### src/rtl/fxp8s_shift_arbiter_pkg.sv
// Shared constants and types for the FXP8S shift arbiter.
// FXP8S is 8-bit sign-magnitude: bit 7 sign, bits 6:0 magnitude.
package fxp8s_shift_arbiter_pkg;
  localparam int FXP_W     = 8;
  localparam int MAG_W     = FXP_W - 1;
  localparam int SH_W      = 3;
  localparam int DEF_NREQ  = 4;
  localparam int DEF_CNT_W = 16;
  localparam int ID_W      = 2;

  typedef logic [FXP_W-1:0] fxp8s_t;

  typedef struct packed {
    fxp8s_t          data;
    fxp8s_t          shift;
    logic [ID_W-1:0] id;
  } op_t;
endpackage

### src/rtl/fxp8s_var_shifter.sv
// Variable shift of an FXP8S operand; the shift control is itself FXP8S:
// positive shifts left (saturating), negative shifts right (truncating).
module fxp8s_var_shifter
  import fxp8s_shift_arbiter_pkg::*;
(
  input  fxp8s_t data,
  input  fxp8s_t shift,
  output fxp8s_t result
);

  logic [2*MAG_W-1:0] wide;
  logic [MAG_W-1:0]   mag;
  logic [SH_W-1:0]    amt;
  logic               big;
  logic               nz;

  always_comb begin
    amt  = shift[SH_W-1:0];
    big  = |shift[MAG_W-1:SH_W];
    nz   = |data[MAG_W-1:0];
    wide = {{MAG_W{1'b0}}, data[MAG_W-1:0]} << amt;
    if (shift[FXP_W-1]) begin
      mag = big ? '0 : data[MAG_W-1:0] >> amt;
    end else if (big) begin
      mag = nz ? '1 : '0;
    end else if (|wide[2*MAG_W-1:MAG_W]) begin
      mag = '1;
    end else begin
      mag = wide[MAG_W-1:0];
    end
    // A zero magnitude never carries a sign.
    result = {data[FXP_W-1] & |mag, mag};
  end

endmodule

### src/rtl/fxp8s_shift_arbiter.sv
// Round-robin arbiter feeding a two-stage FXP8S variable-shift pipeline.
// Results leave in acceptance order; done_cnt counts output handshakes.
module fxp8s_shift_arbiter
  import fxp8s_shift_arbiter_pkg::*;
#(
  parameter int NREQ  = DEF_NREQ,
  parameter int CNT_W = DEF_CNT_W
) (
  input  logic                  clk,
  input  logic                  rst,
  input  logic [NREQ-1:0]       req_valid,
  output logic [NREQ-1:0]       req_ready,
  input  logic [FXP_W*NREQ-1:0] req_data,
  input  logic [FXP_W*NREQ-1:0] req_shift,
  output logic                  rsp_valid,
  input  logic                  rsp_ready,
  output fxp8s_t                rsp_data,
  output logic [ID_W-1:0]       rsp_id,
  output logic [CNT_W-1:0]      done_cnt
);

  op_t             s1;
  logic            s1_valid;
  logic [ID_W-1:0] ptr;
  logic [ID_W-1:0] winner;
  logic [ID_W-1:0] idx;
  logic            found;
  logic            s1_free;
  logic            s2_free;
  logic            accept;
  fxp8s_t          sh_out;

  assign s2_free = !rsp_valid | rsp_ready;
  assign s1_free = !s1_valid | s2_free;

  always_comb begin
    winner = ptr;
    found  = 1'b0;
    idx    = ptr;
    for (int k = 0; k < NREQ; k++) begin
      idx = ptr + ID_W'(k);
      if (!found && req_valid[idx]) begin
        winner = idx;
        found  = 1'b1;
      end
    end
  end

  assign accept = found & s1_free & !rst;

  always_comb begin
    req_ready = '0;
    if (accept) req_ready[winner] = 1'b1;
  end

  always_ff @(posedge clk or posedge rst) begin
    if (rst) begin
      s1_valid <= 1'b0;
      s1       <= '0;
      ptr      <= '0;
    end else if (accept) begin
      s1_valid <= 1'b1;
      s1.data  <= req_data[winner*FXP_W +: FXP_W];
      s1.shift <= req_shift[winner*FXP_W +: FXP_W];
      s1.id    <= winner;
      ptr      <= winner + ID_W'(1);
    end else if (s1_free) begin
      s1_valid <= 1'b0;
    end
  end

  fxp8s_var_shifter u_shifter (
    .data   (s1.data),
    .shift  (s1.shift),
    .result (sh_out)
  );

  always_ff @(posedge clk or posedge rst) begin
    if (rst) begin
      rsp_valid <= 1'b0;
      rsp_data  <= '0;
      rsp_id    <= '0;
    end else if (s2_free) begin
      rsp_valid <= s1_valid;
      rsp_data  <= sh_out;
      rsp_id    <= s1.id;
    end
  end

  always_ff @(posedge clk or posedge rst) begin
    if (rst) begin
      done_cnt <= '0;
    end else if (rsp_valid && rsp_ready) begin
      done_cnt <= done_cnt + CNT_W'(1);
    end
  end

endmodule

### config.mk
export PLATFORM = sky130hd
export DESIGN_NAME = fxp8s_shift_arbiter
export DESIGN_NICKNAME = d
export VERILOG_FILES = /design/src/rtl/fxp8s_shift_arbiter_pkg.sv /design/src/rtl/fxp8s_var_shifter.sv /design/src/rtl/fxp8s_shift_arbiter.sv
export SDC_FILE = /design/constraint.sdc
export NUM_CORES = 1
export LEC_CHECK = 0
export ABC_AREA = 1
export CAP_MARGIN = 25
export CORE_ASPECT_RATIO = 2
export CORE_MARGIN = 4
export CORE_UTILIZATION = 48
export CTS_BUF_LIST = sky130_fd_sc_hd__clkbuf_16
export CTS_CLUSTER_DIAMETER = 200
export DETAILED_ROUTE_END_ITERATION = 12
export PLACE_DENSITY = 0.92
export SYNTH_ARGS = -nofsm -noshare
export SYNTH_HDL_FRONTEND = slang
export SYNTH_SLANG_ARGS = --single-unit
### constraint.sdc
create_clock -name clk -period 3.7 [get_ports clk]
set_clock_uncertainty 0.1 [all_clocks]
set_input_delay 0.74 -clock clk [delete_from_list [all_inputs] [get_ports clk]]
set_output_delay 0.74 -clock clk [all_outputs]
set_load 0.005 [all_outputs]
[After elaboration in Yosys (flattened, before gate mapping)]
Cells that the tools add are included.
Operators by class
  $add $sub $neg: 5
  order comparisons: 6
  shifts and indexed selects: 4
  multiplexer cells: 25
  bitwise operators: 5
  reductions and logical operators: 16
Operators with widths (count)
  32-bit by 6-bit indexed part select with 8-bit output: 2
  7-bit two-way mux: 5
  7-bit OR reduction: 3
  16-bit by 1-bit adder with 16-bit output (second input constant): 1
  2-bit by 3-bit less-than comparator with 1-bit output (second input constant): 5
  7-bit by 3-bit << shifter with 14-bit output: 1
  1-bit two-way mux: 11
  1-bit binary-select mux with 2-bit select: 4
  7-bit by 3-bit right shift with 7-bit output: 1
  1-bit logical NOT: 6
  2-bit two-way mux: 3
  1-bit logical AND: 5
  2-bit by 1-bit adder with 2-bit output (second input constant): 2
  2-bit adder (second input constant): 2
  4-bit two-way mux: 1
  4-bit OR reduction: 1
  1-bit AND: 3
  1-bit demux with 2-bit select: 1
  2-bit by 1-bit >= comparator with 1-bit output (second input constant): 1
  1-bit OR: 2
  2-bit nonzero test: 1
Word-level totals
  register bits: 48
  input port bits: 71
  output and inout bits: 31
  logic and storage cells: 70

[Depth between registers and ports, before layout]
  depth in word-level cells: 17
  depth in mapped cells: 18
  mapped depth without buffers: 16

[Cells and area by module]
From an unflattened synthesis, not the netlist that was laid out.
Second synthesis, totals
  cell total of the unflattened synthesis: 583
  area, all modules: 3767.4 sq um
By module, submodules not included
  fxp8s_shift_arbiter: times used 1, cells each 451, area an instance 3071.7 sq um, seq. area each 1201.2 sq um
  fxp8s_var_shifter: times used 1, cells each 132, area an instance 695.7 sq um, seq. area each 0.0 sq um

[Worst setup path before layout]
No wires, ideal clock.
  path type: input to output
  from: input port rst
  to: output port req_ready[0]
  arrival time: 2.563 ns
  data required time: 2.860 ns
  slack: 0.297 ns
  stages: 6
  path buffers: 1
  cell sequence: inv_1 > nand2_1 > nor2_1 > inv_1 > clkbuf_1 > nor2_1
Between the ends
  word-level cells in the longest chain between the ends: 3
RTL lines
  start, declared: RTL line fxp8s_shift_arbiter.sv:10  | input logic rst,
  1-bit logical NOT (no source line)
  1-bit AND: RTL line fxp8s_shift_arbiter.sv:49  | assign accept = found & s1_free & !rst;
  4-bit two-way mux: RTL line fxp8s_shift_arbiter.sv:53  | if (accept) req_ready[winner] = 1'b1;
  end, declared: RTL line fxp8s_shift_arbiter.sv:12  | output logic [NREQ-1:0] req_ready,
Every way passes these cells.

[Final worst setup path]
  from: input port req_valid[0]
  to: output port req_ready[0]
Between the ends
  word-level cells in the longest chain between the ends: 17
  elaborated cells between the ends (all ways): 29
  classes of those cells: 2 x order compare; 18 x mux; 2 x bitwise; 7 x reduce/logical
RTL lines
  start, declared: RTL line fxp8s_shift_arbiter.sv:11  | input logic [NREQ-1:0] req_valid,
  1-bit binary-select mux with 2-bit select: RTL line fxp8s_shift_arbiter.sv:42  | if (!found && req_valid[idx]) begin
  1-bit two-way mux (not written as such): RTL line fxp8s_shift_arbiter.sv:42
  1-bit two-way mux: RTL line fxp8s_shift_arbiter.sv:42
  1-bit logical NOT: RTL line fxp8s_shift_arbiter.sv:42
  1-bit logical AND: RTL line fxp8s_shift_arbiter.sv:42
  1-bit two-way mux: RTL line fxp8s_shift_arbiter.sv:42
  1-bit logical NOT: RTL line fxp8s_shift_arbiter.sv:42
  1-bit logical AND: RTL line fxp8s_shift_arbiter.sv:42
  1-bit two-way mux: RTL line fxp8s_shift_arbiter.sv:42
  1-bit logical NOT: RTL line fxp8s_shift_arbiter.sv:42
  1-bit logical AND: RTL line fxp8s_shift_arbiter.sv:42
  2-bit two-way mux: RTL line fxp8s_shift_arbiter.sv:42
  2-bit by 3-bit less-than comparator with 1-bit output (not written as such) / 2-bit by 1-bit >= comparator with 1-bit output (equally long branches): RTL line fxp8s_shift_arbiter.sv:53
  1-bit logical AND (not written as such): RTL line fxp8s_shift_arbiter.sv:53
  1-bit two-way mux (not written as such): RTL line fxp8s_shift_arbiter.sv:53
  1-bit demux with 2-bit select: RTL line fxp8s_shift_arbiter.sv:53
  4-bit two-way mux (*): RTL line fxp8s_shift_arbiter.sv:53
Every way passes the cells marked *; elsewhere a longest branch is shown, timed or not. The select of a mux whose other input is x is not followed.

==> results.cfg <==
[critical_path]
required_ps = 2860
path_cells = clkdlybuf4s50_1, inv_1, o21ai_2, nand2_1, o21ai_2, nand2_2, o211ai_2, nand2_4, xor2_4, ha_1, inv_1, nor2_1, dlygate4sd2_1
rrSetupSlack_ps = 900
rr_endpoint = rsp_data[7]
worstPathMaxFanout = 3
cp-end-kind = primary output
max_stage_delay_ps = 460
worst-r2r-cell-count = 14
cp_slowest_cell = clkdlybuf4s50_1
critPathLaunchType = primary input
path_delay_family = buffers and inverters
arrival_ps = 2750
cp.buffers_inverters = 4
path_class = in -> out
timing.rr.start = s1[3]

[timing]
grt_setup_unrepaired = true
fmax_mhz = 279
final_hold_viol_count = 0
timing.final.crit_share = 0.970
tns_ps = 0
setup_viol = 0
worst_pin_slew_ps = 585
final-max-slew-violation-count = 0
setup_slack_ps = 110
relSlewSlack = 0.610
period_needed_ps = 3590

[die]
die_width_um = 68.0
start_util = 0.495
pin_count = 102
rows = 43
dieArea_mm2 = 0.00871
coreArea_mm2 = 0.00699
die_h_um = 128

[finish]
area_growth_pct = 36.3
final_cell_mix = nand2_1, clkdlybuf4s50_1, dfrtp_1, inv_1
finalNetCount = 706
final_cells = 721
final_common_cell = nand2_1
drive_gt1_frac = 0.0729
antenna_cells = 0

[route]
wl_per_cell_um = 11.9
first_pass_iters = 4
drc_errors = 0
vias_per_cell = 4.92
drtIter0Drc = 191
vias = 3547
wirelength_mm = 8.57
ant_nets = 0

[clock_tree]
clkSlewWorstSetupHoldPaths_ps = 60
clk_path_buf_depth = 2
cts_tree = done
htreeDepth = 2
cts-root-buf = clkbuf_16
numCtsBuffers = 5
cts.sinks = 48
clk_latency_ps = 290

[grt]
grtUsageMet2 = 0.419
antenna_found_initial = 0
gr-usage-all-layers = 0.206
grtUsageMet1 = 0.195
busiest_layer = met2
gr-usage-met3 = 0.0333
overflow = 0
grt_pass1_wl_mm = 14.3
grt_max_degree = 49
grt_pass1_vias = 3473

[logic_synthesis]
syn_area_mm2 = 0.00346
synth_mux_area_frac = 0
yosys.area_share.adder = 0.0181
synth_xor_area_frac = 0.0590
yosys.area_share.simple = 0.428
synth.yosys.seq_area_share = 0.347
synth.net_count = 606
synth_top_family_by_area = simple AND/OR/NAND/NOR gates
yosysUniqueCellTypes = 36
ys_ff_latch = 48
synth_compound_area_frac = 0.0720
avgSynthCellArea_um2 = 6.53
ys_warn_count = 0
synth_cells = 530

[pwr]
ir_worst_vdd_mv = 1.16
power.density_mw_per_mm2 = 1040
p_leak_nw = 2.41

[placement]
placed_cells = 713
gp_congestion = 0.856
io_buffers = 101
hpwl_mm = 7.06
post-place-ws_ps = -282

[worst_hold_path]
min_to = rsp_valid
hold_path.class = reg -> reg
min_from = s1_valid
hold_depth = 2

[run_status]
status = finished, final reports clean

[job]
maxCapViolations = 0
-- cell families after synthesis --
logic type | after synthesis
buffers and inverters | 52
DFF | 48
and+or+nand+nor | 363
xor gates and xnor gates | 19
adders and majority gates | 5
AOI/OAI and AO/OA | 43
-- cell type report --
type                            instances  area (um2)
Fill cell                             616        2280
Multi-Input combinational cell        430        2010
Sequential cell                        48        1200
Timing Repair Buffer                  111        1080
Inverter                               34         141
Clock buffer                            5         125
Tap cell                               90         113
Clock inverter                          3        37.5
-- sequential cells by signal (all words and copies together), names as in the netlist --
register	cells
s1	18
done_cnt	16
rsp_data	8
ptr	2
rsp_id	2
rsp_valid	1
s1_valid	1
-- how the worst max path moves through the flow --
stage / startpoint / to / slack [ps] / cells after the start
5_1_grt: req_valid[0] / req_ready[0] / -40 / 14
2_1_floorplan: rst / req_ready[0] / 300 / 6
3_3_place_gp: req_valid[2] / req_ready[0] / -160 / 13
4_1_cts: req_valid[0] / req_ready[0] / 90 / 13
3_5_place_dp: req_valid[0] / req_ready[2] / -280 / 13
6_report: req_valid[0] / req_ready[0] / 110 / 13
-- worst min-delay path, delay by kind of cell (launching register included) --
| family | cells | cell delay, ps |
|---|---|---|
| AND/OR/NAND/NOR | 1 | 60 |
| buffers and inverters | 1 | 50 |
| flip-flops | 1 | 320 |
-- per-stage QoR --
stage | util | hold slack (ps) | power [mW] | cell area (um2)
3_5_place_dp | 0.649 | 349 | 4.45 | 4540
5_1_grt | 0.674 | 404 | 5.51 | 4710
3_3_place_gp | 0.649 | 351 | 4.33 | 4540
6_report | 0.674 | 361 | 4.92 | 4710
4_1_cts | 0.673 | 365 | 4.96 | 4710
2_1_floorplan | - | 332 | 3.68 | 3460
-- report_power, final --
part / total (mW) / switching (mW) / internal [mW]
combinational: 3.48 / 2.14 / 1.34
clock: 0.495 / 0.181 / 0.314
sequential: 0.953 / 0.219 / 0.735
-- synth_stat cells (all sizes together) --
| cell type | count | share of area |
|---|---|---|
| xor2 | 10 | 0.036 |
| a21boi | 3 | 0.0065 |
| nand3 | 27 | 0.041 |
| nand4 | 4 | 0.012 |
| inv | 32 | 0.035 |
| o31ai | 1 | 0.0022 |
| nor4 | 3 | 0.0054 |
| o21ai | 28 | 0.044 |
| bufinv | 1 | 0.0051 |
| and3 | 1 | 0.0018 |
| xnor2 | 9 | 0.023 |
| ha | 5 | 0.018 |
| nor3 | 2 | 0.0029 |
| a31oi | 2 | 0.0036 |
| o211ai | 2 | 0.0058 |
| dfrtp | 48 | 0.35 |
| a21oi | 7 | 0.010 |
| buf | 12 | 0.028 |
| clkinv | 1 | 0.0011 |
| nand2 | 299 | 0.33 |
| nor2 | 27 | 0.031 |
| clkbuf | 6 | 0.0065 |
-- what timing repair did --
item	CTS	global route
hold buffers	0	0
gates resized for setup	10	2
setup endpoints to repair	4	4
pin swaps	1	0
setup buffers	0	0
-- routing by layer --
layer,vias to the layer above,part of all wire
met1,1586,0.35
met5,-,0
met4,0,0.011
li1,1845,-
met2,106,0.59
met3,10,0.051
Note: power is estimated with default switching activity, not from simulation.
